`config.mk`:
```
export PLATFORM = sky130hd
export DESIGN_NAME = draw_scheduler_flat
export DESIGN_NICKNAME = d
export VERILOG_FILES = /design/src/rtl/draw_scheduler_if.sv /design/src/rtl/draw_scheduler.sv /design/src/flat_wrapper.sv
export SDC_FILE = /design/constraint.sdc
export NUM_CORES = 1
export LEC_CHECK = 0
export CAP_MARGIN = 10
export CORE_ASPECT_RATIO = 1.2
export CORE_UTILIZATION = 44
export CTS_CLUSTER_DIAMETER = 60
export DETAILED_ROUTE_END_ITERATION = 8
export HOLD_SLACK_MARGIN = 0.08
export PLACE_DENSITY_LB_ADDON = 0.3
export SYNTH_ARGS = -nofsm -noshare
export SYNTH_HDL_FRONTEND = slang
export SYNTH_SLANG_ARGS = --single-unit
export TNS_END_PERCENT = 10
```
`constraint.sdc`:
```
create_clock -name clk -period 2.65 [get_ports clk]
set_input_delay 0.795 -clock clk [delete_from_list [all_inputs] [get_ports clk]]
set_output_delay 0.795 -clock clk [all_outputs]
set_load 0.005 [all_outputs]
```
`src/rtl/draw_scheduler_if.sv`:
```
// Drawer-to-scheduler bus: per-drawer pixel/done inputs, one-hot grant and the muxed VGA write port.
interface draw_scheduler_if #(
    parameter int unsigned X_W = 8,
    parameter int unsigned Y_W = 7,
    parameter int unsigned C_W = 3
);
    logic           erase_done;
    logic           bird_done;
    logic           wall_done;
    logic [X_W-1:0] erase_x;
    logic [X_W-1:0] bird_x;
    logic [X_W-1:0] wall_x;
    logic [Y_W-1:0] erase_y;
    logic [Y_W-1:0] bird_y;
    logic [Y_W-1:0] wall_y;
    logic [C_W-1:0] erase_colour;
    logic [C_W-1:0] bird_colour;
    logic [C_W-1:0] wall_colour;
    logic           erase_plot;
    logic           bird_plot;
    logic           wall_plot;
    logic [2:0]     gnt;
    logic [X_W-1:0] vga_x;
    logic [Y_W-1:0] vga_y;
    logic [C_W-1:0] vga_colour;
    logic           vga_plot;

    // Drawer/environment side
    modport master (
        output erase_done, bird_done, wall_done,
        output erase_x, bird_x, wall_x,
        output erase_y, bird_y, wall_y,
        output erase_colour, bird_colour, wall_colour,
        output erase_plot, bird_plot, wall_plot,
        input  gnt, vga_x, vga_y, vga_colour, vga_plot
    );

    // Scheduler side
    modport slave (
        input  erase_done, bird_done, wall_done,
        input  erase_x, bird_x, wall_x,
        input  erase_y, bird_y, wall_y,
        input  erase_colour, bird_colour, wall_colour,
        input  erase_plot, bird_plot, wall_plot,
        output gnt, vga_x, vga_y, vga_colour, vga_plot
    );
endinterface

```
`src/rtl/draw_scheduler.sv`:
```
// Per-frame sequencer (erase, update, bird, wall) and arbiter for the single VGA write port.
// Also tracks game-over on collision, dropped frame ticks and per-phase watchdog expiries.
module draw_scheduler #(
    parameter int unsigned     X_W     = 8,
    parameter int unsigned     Y_W     = 7,
    parameter int unsigned     C_W     = 3,
    parameter int unsigned     TO_W    = 16,
    parameter logic [TO_W-1:0] TIMEOUT = 16'd32768
) (
    input  logic               clk,
    input  logic               resetn,
    input  logic               go_n,
    input  logic               frame_tick,
    input  logic               collision,
    draw_scheduler_if.slave    bus,
    output logic               update_pulse,
    output logic               game_over,
    output logic [2:0]         cur_state,
    output logic [7:0]         overrun_count,
    output logic               timeout_err
);
    localparam int unsigned     OVR_W   = 8;
    localparam logic [TO_W-1:0] WD_LAST = TIMEOUT - TO_W'(1);
    localparam logic [OVR_W-1:0] OVR_MAX = '1;

    typedef enum logic [2:0] {
        S_START  = 3'd0,
        S_IDLE   = 3'd1,
        S_ERASE  = 3'd2,
        S_UPDATE = 3'd3,
        S_BIRD   = 3'd4,
        S_WALL   = 3'd5,
        S_DEAD   = 3'd6
    } state_t;

    state_t           state;
    state_t           state_nxt_c;
    logic             go_q;
    logic [TO_W-1:0]  wd_cnt;
    logic             press_c;
    logic             in_phase_c;
    logic             phase_done_c;
    logic             timeout_c;
    logic             tick_drop_c;
    logic [2:0]       gnt_nxt_c;

    assign cur_state = 3'(state);

    // Phase status: which done counts for the current phase and whether the watchdog expires
    always_comb begin
        press_c      = go_q & ~go_n;
        in_phase_c   = 1'b0;
        phase_done_c = 1'b0;
        tick_drop_c  = 1'b0;
        case (state)
            S_ERASE: begin
                in_phase_c   = 1'b1;
                phase_done_c = bus.erase_done;
                tick_drop_c  = frame_tick;
            end
            S_UPDATE: begin
                tick_drop_c  = frame_tick;
            end
            S_BIRD: begin
                in_phase_c   = 1'b1;
                phase_done_c = bus.bird_done;
                tick_drop_c  = frame_tick;
            end
            S_WALL: begin
                in_phase_c   = 1'b1;
                phase_done_c = bus.wall_done;
                tick_drop_c  = frame_tick;
            end
            default: ;
        endcase
        // A done in the expiry cycle wins, so the error flag stays clear
        timeout_c = in_phase_c & ~phase_done_c & (wd_cnt == WD_LAST);
    end

    // Next-state and next-grant decode
    always_comb begin
        state_nxt_c = state;
        case (state)
            S_START:  if (press_c) state_nxt_c = S_IDLE;
            S_IDLE:   if (frame_tick) state_nxt_c = S_ERASE;
            S_ERASE:  if (phase_done_c || timeout_c) state_nxt_c = S_UPDATE;
            S_UPDATE: state_nxt_c = S_BIRD;
            S_BIRD:   if (phase_done_c || timeout_c) state_nxt_c = S_WALL;
            S_WALL:   if (phase_done_c || timeout_c) state_nxt_c = collision ? S_DEAD : S_IDLE;
            S_DEAD:   if (press_c) state_nxt_c = S_IDLE;
            default:  state_nxt_c = S_START;
        endcase

        gnt_nxt_c = 3'b000;
        case (state_nxt_c)
            S_ERASE: gnt_nxt_c = 3'b001;
            S_BIRD:  gnt_nxt_c = 3'b010;
            S_WALL:  gnt_nxt_c = 3'b100;
            default: gnt_nxt_c = 3'b000;
        endcase
    end

    // State register with Moore outputs registered alongside the state
    always_ff @(posedge clk or negedge resetn) begin
        if (!resetn) begin
            state         <= S_START;
            go_q          <= 1'b1;
            bus.gnt       <= 3'b000;
            update_pulse  <= 1'b0;
            game_over     <= 1'b0;
            wd_cnt        <= '0;
            timeout_err   <= 1'b0;
            overrun_count <= '0;
        end else begin
            state        <= state_nxt_c;
            go_q         <= go_n;
            bus.gnt      <= gnt_nxt_c;
            update_pulse <= (state_nxt_c == S_UPDATE);
            game_over    <= (state_nxt_c == S_DEAD);

            if (state_nxt_c != state) begin
                wd_cnt <= '0;
            end else if (in_phase_c) begin
                wd_cnt <= wd_cnt + TO_W'(1);
            end

            if (timeout_c) begin
                timeout_err <= 1'b1;
            end

            if (tick_drop_c && (overrun_count != OVR_MAX)) begin
                overrun_count <= overrun_count + OVR_W'(1);
            end
        end
    end

    // VGA port: one-cycle registered copy of the granted drawer; coordinates hold when idle
    always_ff @(posedge clk or negedge resetn) begin
        if (!resetn) begin
            bus.vga_x      <= '0;
            bus.vga_y      <= '0;
            bus.vga_colour <= '0;
            bus.vga_plot   <= 1'b0;
        end else begin
            bus.vga_plot <= 1'b0;
            if (bus.gnt[0]) begin
                bus.vga_x      <= bus.erase_x;
                bus.vga_y      <= bus.erase_y;
                bus.vga_colour <= bus.erase_colour;
                bus.vga_plot   <= bus.erase_plot;
            end else if (bus.gnt[1]) begin
                bus.vga_x      <= bus.bird_x;
                bus.vga_y      <= bus.bird_y;
                bus.vga_colour <= bus.bird_colour;
                bus.vga_plot   <= bus.bird_plot;
            end else if (bus.gnt[2]) begin
                bus.vga_x      <= bus.wall_x;
                bus.vga_y      <= bus.wall_y;
                bus.vga_colour <= bus.wall_colour;
                bus.vga_plot   <= bus.wall_plot;
            end
        end
    end
endmodule

```
`src/flat_wrapper.sv`:
```
// flat-port wrapper written by rule: the top's interface ports become plain ports
module draw_scheduler_flat 
#(
    parameter int unsigned     X_W     = 8,
    parameter int unsigned     Y_W     = 7,
    parameter int unsigned     C_W     = 3,
    parameter int unsigned     TO_W    = 16,
    parameter logic [TO_W-1:0] TIMEOUT = 16'd32768
)
  (clk, resetn, go_n, frame_tick, collision, update_pulse, game_over, cur_state, overrun_count, timeout_err, bus_erase_done, bus_bird_done, bus_wall_done, bus_erase_x, bus_bird_x, bus_wall_x, bus_erase_y, bus_bird_y, bus_wall_y, bus_erase_colour, bus_bird_colour, bus_wall_colour, bus_erase_plot, bus_bird_plot, bus_wall_plot, bus_gnt, bus_vga_x, bus_vga_y, bus_vga_colour, bus_vga_plot);
  draw_scheduler_if #(.X_W(X_W), .Y_W(Y_W), .C_W(C_W)) bus_i ();
  input  logic clk;
  input  logic resetn;
  input  logic go_n;
  input  logic frame_tick;
  input  logic collision;
  output logic update_pulse;
  output logic game_over;
  output logic [2:0] cur_state;
  output logic [7:0] overrun_count;
  output logic timeout_err;
  input wire logic [$bits(bus_i.erase_done)-1:0] bus_erase_done;
  input wire logic [$bits(bus_i.bird_done)-1:0] bus_bird_done;
  input wire logic [$bits(bus_i.wall_done)-1:0] bus_wall_done;
  input wire logic [$bits(bus_i.erase_x)-1:0] bus_erase_x;
  input wire logic [$bits(bus_i.bird_x)-1:0] bus_bird_x;
  input wire logic [$bits(bus_i.wall_x)-1:0] bus_wall_x;
  input wire logic [$bits(bus_i.erase_y)-1:0] bus_erase_y;
  input wire logic [$bits(bus_i.bird_y)-1:0] bus_bird_y;
  input wire logic [$bits(bus_i.wall_y)-1:0] bus_wall_y;
  input wire logic [$bits(bus_i.erase_colour)-1:0] bus_erase_colour;
  input wire logic [$bits(bus_i.bird_colour)-1:0] bus_bird_colour;
  input wire logic [$bits(bus_i.wall_colour)-1:0] bus_wall_colour;
  input wire logic [$bits(bus_i.erase_plot)-1:0] bus_erase_plot;
  input wire logic [$bits(bus_i.bird_plot)-1:0] bus_bird_plot;
  input wire logic [$bits(bus_i.wall_plot)-1:0] bus_wall_plot;
  output wire logic [$bits(bus_i.gnt)-1:0] bus_gnt;
  output wire logic [$bits(bus_i.vga_x)-1:0] bus_vga_x;
  output wire logic [$bits(bus_i.vga_y)-1:0] bus_vga_y;
  output wire logic [$bits(bus_i.vga_colour)-1:0] bus_vga_colour;
  output wire logic [$bits(bus_i.vga_plot)-1:0] bus_vga_plot;
  assign bus_i.erase_done = bus_erase_done;
  assign bus_i.bird_done = bus_bird_done;
  assign bus_i.wall_done = bus_wall_done;
  assign bus_i.erase_x = bus_erase_x;
  assign bus_i.bird_x = bus_bird_x;
  assign bus_i.wall_x = bus_wall_x;
  assign bus_i.erase_y = bus_erase_y;
  assign bus_i.bird_y = bus_bird_y;
  assign bus_i.wall_y = bus_wall_y;
  assign bus_i.erase_colour = bus_erase_colour;
  assign bus_i.bird_colour = bus_bird_colour;
  assign bus_i.wall_colour = bus_wall_colour;
  assign bus_i.erase_plot = bus_erase_plot;
  assign bus_i.bird_plot = bus_bird_plot;
  assign bus_i.wall_plot = bus_wall_plot;
  assign bus_gnt = bus_i.gnt;
  assign bus_vga_x = bus_i.vga_x;
  assign bus_vga_y = bus_i.vga_y;
  assign bus_vga_colour = bus_i.vga_colour;
  assign bus_vga_plot = bus_i.vga_plot;
  draw_scheduler #(.X_W(X_W), .Y_W(Y_W), .C_W(C_W), .TO_W(TO_W), .TIMEOUT(TIMEOUT)) u_core (.clk(clk), .resetn(resetn), .go_n(go_n), .frame_tick(frame_tick), .collision(collision), .bus(bus_i), .update_pulse(update_pulse), .game_over(game_over), .cur_state(cur_state), .overrun_count(overrun_count), .timeout_err(timeout_err));
endmodule
```
==> metrics.txt <==
status finished clean; Worst-path clk slew about 0.10 ns; register area share after synthesis 0.488; P_leak about 1.7 nW; largest net degree at the start of global routing 40; total gr overflow 0; die boundary width about 74 um; EDFF count, synth 0; Slew HR 0.492; Seq cells post-synth between 50 and 60; initial core utilization 0.452; post-route ant nets 0; crit path DAT between 1.5 and 2 ns; synth warn 0; antenna violations before repair 0; core area between 6000 and 7000 sq um; Hold Crit Class flop to flop; Syn Inst Count a little under 300; number of global-route vias before repair around 2,200; unrepaired setup endpoints after global routing no; final number of setup-violating endpoints 0; DR DRC count 0; buffer and inverter count on the worst path 1; ANT cells 0; max cap viols 0; library cells used by synthesis 44; crit path cell chain clkdlybuf4s50_1; hpwl dp between 4 and 5 mm; Util after Layout 0.651; post-CTS sizing 0; Max Slew Vio Count 0; Setup Fix Bufs, Post-CTS 0; CTS buffer count 5; wire per inst around 13 um; layout cell share with drive strength beyond 1 0.0641; crit-path max FO 14; most frequent cell after synthesis dfrtp_1; Fin. Hold Viols 0; gp weighted congestion roughly 0.81; asr flop ratio synth 1.00; Slowest cell on crit path dfrtp_1; CTS Sinks between 50 and 60; Post-synth top cells dfrtp_1 (52), nor2_1 (40), nand2_1 (35); Syn Nets ~360; synth top area cells dfrtp_1 (48%), mux2i_1 (7.0%), nor2_1 (5.5%), xor2_1 (5.2%), nand2_1 (4.8%); I/O pin count between 100 and 150; H-tree levels 2; DRT Pass-1 Iters 4; Max IR drop VDD 0.000539 V; clock latency on the worst-skew pair between 0.3 and 0.4 ns; Starting DRT DRC Count about 150; gr usage total 0.200; CP max stage delay about 0.63 ns; critical path required time around 1.9 ns; post-route setup TNS 0 ns; Synth top area share 0.479; synthesized cell area ~2700 sq um; port bufs 100; Vias ~2,400; CP endpoint kind output pin; Final Skew around 0.0041 ns; delay-heaviest family, CP flip-flops; CTS tree built; Pwr Density 907 nW/um^2; CTS Hold Bufs 0; Syn Area/Cell roughly 9.3 sq um; area grow syn2layout 43.9%; row count 31; die area 6500 sq um; first-pass GRT wire length between 9 and 10 mm; dominant synthesized flop cell dfrtp_1; post-layout min period about 2.3 ns; post-DR vias/cell approximately 5.1; Clock Path Buffers 2; worst slew pin tran 0.762 ns; area leader, netlist dfrtp_1; final WL around 6.4 mm; period utilization 0.879; CTS root buf clkbuf_8; fmax 429 MHz; chip height ~88 um; nets@finish 456; Worst setup SP type flop; critical path class flop to output pin
[logic make-up (layout without fill, tap and decap cells)]
kind of cell,count (synthesis),in the layout,synth area share
AOI/OAI and AO/OA,62,62,0.133
xor gates and xnor gates,22,22,0.0709
adders and majority gates,2,2,0.00920
buffers and inverters,18,117,0.0304
DFF,53,53,0.488
muxes,20,20,0.0741
and+or+nand+nor,114,114,0.194
[cell usage in the layout (no fill, tap or decap), types with 2 or more instances in the layout]
cell             netlist  layout
clkdlybuf4s50_1        0      99
dfrtp_1               52      52
nor2_1                40      40
nand2_1               35      35
a21oi_1               24      24
o21ai_0               22      22
mux2i_1               19      19
xor2_1                16      16
nand3_1               13      13
xnor2_1                6       6
buf_4                  1       6
and3_1                 5       5
clkbuf_8               0       5
nor2b_1                4       4
nand4_1                4       4
inv_1                  3       3
nand2b_1               3       3
nor3_2                 1       2
a31o_2                 2       2
a31oi_1                2       2
nor3_1                 3       2
o21bai_1               2       2
ha_1                   2       2
[sequential cells by signal, summed over array words and instances (netlist names)]
signal / cells
u_core.bus.vga_y: 7
u_core.overrun_count: 8
u_core.bus.vga_x: 8
u_core.timeout_err: 1
u_core.wd_cnt: 16
u_core.game_over: 1
u_core.go_q: 1
u_core.update_pulse: 1
u_core.cur_state: 3
u_core.bus.gnt: 3
u_core.bus.vga_colour: 3
u_core.bus.vga_plot: 1
[through the flow]
stage               worst slack [ns]  cell area, sq um  hold WS [ns]  power (mW)  cells
floorplan                      0.574              2720         0.468        2.23    291
global placement               0.169              3800         0.462        2.96    464
detailed placement             0.124              3800         0.470        3.02    464
CTS                            0.319              3910         0.494        3.58    472
global route                   0.263              3910         0.521        3.84    472
finish                         0.321              3910         0.488        3.55    472
[metal layers]
metal | vias up | share of wire | global-route usage
li1 | 1192 | - | -
met1 | 1091 | 0.43 | 0.262
met2 | 96 | 0.46 | 0.329
met3 | 11 | 0.094 | 0.0541
met4 | 0 | 0.012 | 0.0524
met5 | - | 0 | 0
[path summary, 6_finish.rpt]
path / endpoint / cells past startpoint / slack, ns / startpoint
worst max register to register: u_core.bus.gnt[1] / 5 / 0.46 / u_core.cur_state[2]
worst min-delay path: u_core.bus.vga_y[0] / 2 / 0.49 / u_core.bus.vga_y[0]
worst max-delay path: cur_state[2] / 1 / 0.32 / u_core.cur_state[2]
max in group asynchronous: u_core.bus.vga_plot / 2 / 1.40 / resetn
min in group asynchronous: u_core.wd_cnt[5] / 1 / 0.55 / resetn
worst min register to register: u_core.bus.vga_y[0] / 2 / 0.49 / u_core.bus.vga_y[0]
[where the power goes]
part,switching (mW),internal (mW)
clock network,0.270,0.283
logic,0.798,0.902
registers,0.225,1.07
total,1.29,2.26
[layout make-up]
cell class	count	area, sq um
clock buffer	5	68.8
clock inverter	3	46.3
fill	488	2100
inverter	3	11.3
multi-input combinational	220	1310
sequential	53	1330
tap	82	103
timing repair buffer	106	1040
Power figures use the tool's default switching activity.
